[src/rtl/apb_regbank_pkg.sv]
// Shared definitions for the APB register bank: FSM state encoding, wait-state limits
// and the byte-strobe merge helper.
package apb_regbank_pkg;

    typedef enum logic [0:0] {
        IDLE   = 1'b0,
        ACCESS = 1'b1
    } state_e;

    localparam int unsigned MAX_WAIT = 15;
    localparam int unsigned CNT_W    = 4;
    localparam int unsigned MAX_DW   = 64;
    localparam int unsigned MAX_SW   = MAX_DW / 8;

    // Sized for the widest supported bus; callers zero-extend and truncate.
    function automatic logic [MAX_DW-1:0] strobe_merge(
        input logic [MAX_DW-1:0] old_val,
        input logic [MAX_DW-1:0] wdata,
        input logic [MAX_SW-1:0] strb
    );
        logic [MAX_DW-1:0] merged;
        merged = old_val;
        for (int unsigned b = 0; b < MAX_SW; b++) begin
            if (strb[b]) begin
                merged[b*8 +: 8] = wdata[b*8 +: 8];
            end
        end
        return merged;
    endfunction

endpackage

[src/rtl/apb_wait_counter.sv]
// Access-phase wait-state counter: loads on setup, counts down during access,
// flags done when it reaches zero.
module apb_wait_counter
    import apb_regbank_pkg::*;
(
    input  logic             i_clk,
    input  logic             i_rst_n,
    input  logic             i_load,
    input  logic [CNT_W-1:0] i_load_val,
    input  logic             i_dec,
    output logic             o_done
);

    logic [CNT_W-1:0] r_cnt;

    always_ff @(posedge i_clk or negedge i_rst_n) begin
        if (!i_rst_n) begin
            r_cnt <= '0;
        end else if (i_load) begin
            r_cnt <= i_load_val;
        end else if (i_dec && (r_cnt != '0)) begin
            r_cnt <= r_cnt - 1'b1;
        end
    end

    assign o_done = (r_cnt == '0);

endmodule

[src/rtl/apb_regbank_slave.sv]
// APB4 register bank with byte strobes, hardware-fed read-only registers, wait states,
// error responses and write-notify pulses. Define APB_PRIV_CHECK_EN to reject unprivileged access.
module apb_regbank_slave
    import apb_regbank_pkg::*;
#(
    parameter logic [31:0]  BASE_ADDR   = 32'h0,
    parameter int unsigned  DATA_WIDTH  = 32,
    parameter int unsigned  N_REGS      = 8,
    parameter int unsigned  WAIT_STATES = 0,
    parameter logic [N_REGS-1:0] RO_MASK = '0
) (
    input  logic                         pclk,
    input  logic                         presetn,
    input  logic [31:0]                  paddr,
    input  logic [2:0]                   pprot,
    input  logic                         psel,
    input  logic                         penable,
    input  logic                         pwrite,
    input  logic [DATA_WIDTH-1:0]        pwdata,
    input  logic [DATA_WIDTH/8-1:0]      pstrb,
    output logic                         pready,
    output logic [DATA_WIDTH-1:0]        prdata,
    output logic                         pslverr,
    output logic [N_REGS*DATA_WIDTH-1:0] reg_out,
    input  logic [N_REGS*DATA_WIDTH-1:0] hw_in,
    output logic [N_REGS-1:0]            wr_pulse
);

    localparam int unsigned STRIDE  = DATA_WIDTH / 8;
    localparam int unsigned ALIGN_W = $clog2(STRIDE);
    localparam int unsigned IDX_W   = $clog2(N_REGS);
    localparam logic [31:0] SPAN    = 32'(N_REGS * STRIDE);

    state_e                r_state;
    logic [N_REGS-1:0]     r_wr_pulse;
    logic [N_REGS-1:0]     w_pulse_d;
    logic [31:0]           w_offset;
    logic [IDX_W-1:0]      w_idx;
    logic                  w_hit;
    logic                  w_misaligned;
    logic                  w_ro;
    logic                  w_priv_err;
    logic                  w_err;
    logic                  w_setup;
    logic                  w_access;
    logic                  w_done;
    logic                  w_commit_wr;
    logic [DATA_WIDTH-1:0] w_rd_val;
    logic                  w_unused;

    // Address decode
    assign w_offset     = paddr - BASE_ADDR;
    assign w_hit        = (paddr >= BASE_ADDR) && (w_offset < SPAN);
    assign w_misaligned = (w_offset[ALIGN_W-1:0] != '0);
    assign w_idx        = w_offset[ALIGN_W +: IDX_W];

    // Only a decoded hit may select a register, so out-of-range indices never alias.
    always_comb begin
        w_ro     = 1'b0;
        w_rd_val = '0;
        for (int i = 0; i < N_REGS; i++) begin
            if (w_hit && (w_idx == IDX_W'(i))) begin
                w_ro     = RO_MASK[i];
                w_rd_val = reg_out[i*DATA_WIDTH +: DATA_WIDTH];
            end
        end
    end

`ifdef APB_PRIV_CHECK_EN
    assign w_priv_err = ~pprot[0];
`else
    assign w_priv_err = 1'b0;
`endif

    assign w_err = ~w_hit | w_misaligned | (pwrite & w_ro) | w_priv_err;

    // Transfer handshake
    assign w_setup     = (r_state == IDLE) && psel && !penable;
    assign w_access    = (r_state == ACCESS) && psel && penable;
    assign pready      = w_access && w_done;
    assign pslverr     = pready && w_err;
    assign prdata      = (pready && !pwrite && !w_err) ? w_rd_val : '0;
    assign w_commit_wr = pready && pwrite && !w_err;

    apb_wait_counter u_wait_counter (
        .i_clk      (pclk),
        .i_rst_n    (presetn),
        .i_load     (w_setup),
        .i_load_val (CNT_W'(WAIT_STATES)),
        .i_dec      (w_access),
        .o_done     (w_done)
    );

    always_ff @(posedge pclk or negedge presetn) begin
        if (!presetn) begin
            r_state <= IDLE;
        end else begin
            case (r_state)
                IDLE: begin
                    if (w_setup) begin
                        r_state <= ACCESS;
                    end
                end
                ACCESS: begin
                    // Dropping psel mid-access aborts without commit.
                    if (!psel || pready) begin
                        r_state <= IDLE;
                    end
                end
                default: r_state <= IDLE;
            endcase
        end
    end

    always_comb begin
        w_pulse_d = '0;
        for (int i = 0; i < N_REGS; i++) begin
            w_pulse_d[i] = w_commit_wr && (w_idx == IDX_W'(i));
        end
    end

    always_ff @(posedge pclk or negedge presetn) begin
        if (!presetn) begin
            r_wr_pulse <= '0;
        end else begin
            r_wr_pulse <= w_pulse_d;
        end
    end

    assign wr_pulse = r_wr_pulse;

    for (genvar g = 0; g < N_REGS; g++) begin : g_reg
        if (RO_MASK[g]) begin : g_ro
            assign reg_out[g*DATA_WIDTH +: DATA_WIDTH] = hw_in[g*DATA_WIDTH +: DATA_WIDTH];
        end else begin : g_rw
            logic [DATA_WIDTH-1:0] r_val;

            always_ff @(posedge pclk or negedge presetn) begin
                if (!presetn) begin
                    r_val <= DATA_WIDTH'(g);
                end else if (w_commit_wr && (w_idx == IDX_W'(g))) begin
                    r_val <= DATA_WIDTH'(strobe_merge(MAX_DW'(r_val), MAX_DW'(pwdata),
                                                      MAX_SW'(pstrb)));
                end
            end

            assign reg_out[g*DATA_WIDTH +: DATA_WIDTH] = r_val;
        end
    end

    // hw_in slices of writable registers and the upper pprot bits have no function here.
    assign w_unused = ^{hw_in, pprot};

endmodule

[config.mk]
export PLATFORM = sky130hd
export DESIGN_NAME = apb_regbank_slave
export DESIGN_NICKNAME = d
export VERILOG_FILES = /design/src/rtl/apb_regbank_pkg.sv /design/src/rtl/apb_wait_counter.sv /design/src/rtl/apb_regbank_slave.sv
export SDC_FILE = /design/constraint.sdc
export NUM_CORES = 1
export LEC_CHECK = 0
export ABC_CLOCK_PERIOD_IN_PS = 4970
export BUFFER_PORTS_ARGS = -buffer_cell sky130_fd_sc_hd__buf_2
export CAP_MARGIN = 20
export CORE_AREA = 2 2 245 247
export CTS_CLUSTER_DIAMETER = 40
export DETAILED_ROUTE_END_ITERATION = 12
export DIE_AREA = 0 0 247 249
export PLACE_DENSITY = 0.54
export REMOVE_ABC_BUFFERS = 1
export SYNTH_ARGS = -nofsm -noshare
export SYNTH_HDL_FRONTEND = slang
export SYNTH_HIERARCHICAL = 1
export SYNTH_SLANG_ARGS = --single-unit
export TNS_END_PERCENT = 50
[constraint.sdc]
create_clock -name pclk -period 4.97 [get_ports pclk]
set_input_delay 0 -clock pclk [delete_from_list [all_inputs] [get_ports pclk]]
set_output_delay 0 -clock pclk [all_outputs]
set_load 0.05 [all_outputs]
==> metrics.md <==
| Metric | Value |
|---|---|
| GP Congestion | `0.843` |
| Slew headroom | `0.278` |
| Worst-path fanout max | `13` |
| Min-Delay Path Class | `primary input to flip-flop` |
| Sw frac | `0.245` |
| Ratio of cells with drive above 1 in the final layout | `0.546` |
| Share of async-settable or async-resettable flops after synthesis | `1.00` |
| # clock sinks | `269` |
| Core Footprint | `58700 sq um` |
| Clock transition at the registers of the reported paths | `0.05 ns` |
| Clock share of power | `0.598` |
| Row cnt | `89` |
| DR pass1 iterations | `5` |
| CP dominant cell by count | `inv_1` |
| Cell area after synthesis | `13700 sq um` |
| WS Path Type | `flip-flop to flip-flop` |
| Slew Viols, Final | `0` |
| Vias | `11000` |
| # DRC | `0` |
| Max stage delay on crit path | `0.96 ns` |
| Status | `finished, final reports clean` |
| Slew @ Worst Pin | `1.08 ns` |
| Final hold viol count | `0` |
| # H-tree levels | `2` |
| Synth cell types | `46` |
| Post-CTS setup buffers | `0` |
| Initial core utilization | `0.234` |
| Mean post-synth cell area | `13.0 sq um` |
| CP startpoint kind | `flip-flop` |
| Diode count | `0` |
| Full die area | `61500 sq um` |
| Leak Pwr | `9.71 nW` |
| Vias per inst | `4.77` |
| Psw | `0.00156 W` |
| Final ANT Viol Nets | `0` |
| TritonCTS Buffers | `54` |
| Resize count post-CTS | `0` |
| GRT overflow | `0` |
| Max Buffers Root-to-Sink | `3` |
| Sequential-to-total area share from yosys stat | `0.491` |
| GRT Total Usage | `0.162` |
| Critical Path, Cell by Cell | `inv_1 -> ha_1 -> or3b_4 -> inv_1 -> nand2_1 -> inv_1 -> buf_4 -> nand4_1 -> nor4_4 -> mux2_2` |
| Die height | `249 um` |
| Nets | `1808` |
| CTS root buf | `clkbuf_16` |
| First-pass GRT wire length | `75100 um` |
| Critical-path top delay cell | `nor4_4` |
| Combinational Power Share | `0.054` |
| Skew final | `0.0250 ns` |
| Yosys reg bits | `269` |
| DR iter-0 viols | `515` |
| Number of cells after detailed placement | `2149` |
| Initial antenna violation count | `4` |
| Max Fclk | `242 MHz` |
| Post-DR wirelength/cell | `22.3 um` |
| Top FF cell, synth | `dfrtp_1` |
| Critical Path RT | `5.43 ns` |
| Number of I/O port buffers | `370` |
| Largest area contributor in the netlist | `dfrtp_1` |
| Core Util, Final | `0.321` |
| Fin crit period | `4.13 ns` |
| Detail Placement HPWL | `34600 um` |
| Commonest non-fill, non-tap cells in the layout | `buf_2 (366), mux2_2 (257), dfrtp_1 (257)` |
| Maximum VDD drop | `0.296 mV` |
| Ports | `630` |
| Synthesis-to-finish area growth | `36.9%` |
| Critical Path AT | `4.59 ns` |
| Drt total wl | `51100 um` |
| Worst-skew pair later-pin latency | `0.60 ns` |
| Most common cell after layout, fill and taps aside | `buf_2` |
| Period utilization | `0.831` |
| Max Cap Viol | `0` |
| Mapped Cells | `1055` |
| Final setup violation count | `0` |
| TritonCTS clock tree | `done` |
| CP Capture Type | `flip-flop` |
| Largest net degree at the start of global routing | `114` |
| Vias in the first global route | `11300` |
| Synth Warn # | `6` |
| Post-synth EDFFs | `0` |
| Pwr Density | `337 nW/um^2` |
| Layout Cells excl Fill | `2294` |
| Die width | `247 um` |
| Ranking of synthesized cells by area | `dfrtp_1 (47%), mux2_2 (21%), mux2i_1 (6.1%), nor4_4 (5.0%), dfstp_2 (2.3%)` |
| RSZ-0062 raised after global routing | `no` |
| Part of the power in registers | `0.348` |
| Setup tns final | `0 ns` |
| Top cell type's share of synthesized area | `0.468` |
| P_int | `0.00479 W` |
==> flip-flops by register name (all words and copies together) (netlist names) <==
| name | cells |
|---|---|
| r_state | 1 |
| g.g_rw.r_val | 256 |
| wr_pulse | 8 |
| u_wait_counter/r_cnt | 4 |
==> through the flow <==
step                setup slack [ns]  area [sq um]  power [W]  hold slack [ns]
floorplan                      0.315         13400    0.00235           -0.296
global placement               0.732         16500    0.00256            0.137
detailed placement             0.677         16500    0.00257            0.149
CTS                            0.800         18800    0.00642          0.00437
global route                   0.639         18800    0.00658           0.0545
finish                         0.840         18800    0.00635           0.0106
==> worst max-delay path, delay by kind of cell (launching register included) <==
kind,cells,cell delay (ns)
and+or+nand+nor,4,2.16
buffers and inverters,4,0.85
muxes,1,0.42
DFF,1,0.37
adders and majority gates,1,0.21
==> power groups by stage <==
stage                     Combinational, W  Sequential, W  Clock, W
after global placement            0.000315        0.00224         0
after global routing              0.000376        0.00221   0.00399
after detailed placement          0.000322        0.00224         0
after floorplan                   0.000105        0.00224         0
after CTS                         0.000348        0.00221   0.00387
final                             0.000343        0.00221   0.00379
==> cells by family after synthesis <==
| group | Yosys count | share of synthesized area |
|---|---|---|
| AO/OA/AOI/OAI | 143 | 0.0783 |
| adder cells (fa/ha/maj) | 1 | 0.000911 |
| buffers and inverters | 77 | 0.0251 |
| flip-flops | 269 | 0.491 |
| multiplexers | 352 | 0.290 |
| other | 1 | 0.000273 |
| AND/OR/NAND/NOR | 212 | 0.114 |
==> per-layer routing <==
layer | track usage | wire [um]
met1 | 0.213 | 22400
met2 | 0.246 | 22300
met3 | 0.0542 | 4700
met4 | 0.0630 | 1680
met5 | 0 | 27
==> cells in the mapped netlist (2+ instances only) <==
cell type / n
nand2_1: 62
a21oi_1: 29
inv_1: 10
a221oi_1: 10
nand4_1: 20
mux4_2: 11
buf_6: 4
mux2_2: 257
nand2b_1: 4
o31a_1: 2
nor3_1: 4
nand4_2: 2
dfstp_2: 12
and2_1: 4
nor2_1: 37
buf_1: 11
buf_2: 12
or4_1: 2
nor4_4: 32
buf_4: 3
mux2i_1: 84
o21ai_0: 54
nand3_1: 26
nor3b_1: 2
a221oi_2: 17
nor4_1: 7
dfrtp_1: 257
o32a_1: 26
clkbuf_1: 37
==> final timing paths <==
kind	start	end	slack, ns	cells after the start
max	u_wait_counter/r_cnt[0]$_DFFE_PN0P_	g_reg[3].g_rw.r_val[6]$_DFFE_PN0P_	0.84	10
min	psel	u_wait_counter/r_cnt[2]$_DFFE_PN0P_	0.01	3
max reg2reg	u_wait_counter/r_cnt[0]$_DFFE_PN0P_	g_reg[3].g_rw.r_val[6]$_DFFE_PN0P_	0.84	10
min reg2reg	g_reg[2].g_rw.r_val[0]$_DFFE_PN0P_	g_reg[2].g_rw.r_val[0]$_DFFE_PN0P_	0.52	1
max in group asynchronous	presetn	u_wait_counter/r_cnt[2]$_DFFE_PN0P_	3.65	3
min in group asynchronous	presetn	g_reg[5].g_rw.r_val[20]$_DFFE_PN0P_	0.10	2
==> timing repair <==
item | 4_1_cts | 5_1_grt
setup endpoints to repair | 0 | 0
hold buffers | 43 | 0
endpoints found under the hold margin | 362 | 0
==> area by class of cell <==
cell class / count / area [sq um]
clock buffer: 59 / 1400
clock inverter: 43 / 515
fill: 5914 / 39900
inverter: 10 / 37.5
multi-input combinational: 712 / 6700
sequential: 269 / 6750
tap: 773 / 967
timing repair buffer: 428 / 2440
Power figures use the tool's default switching activity.
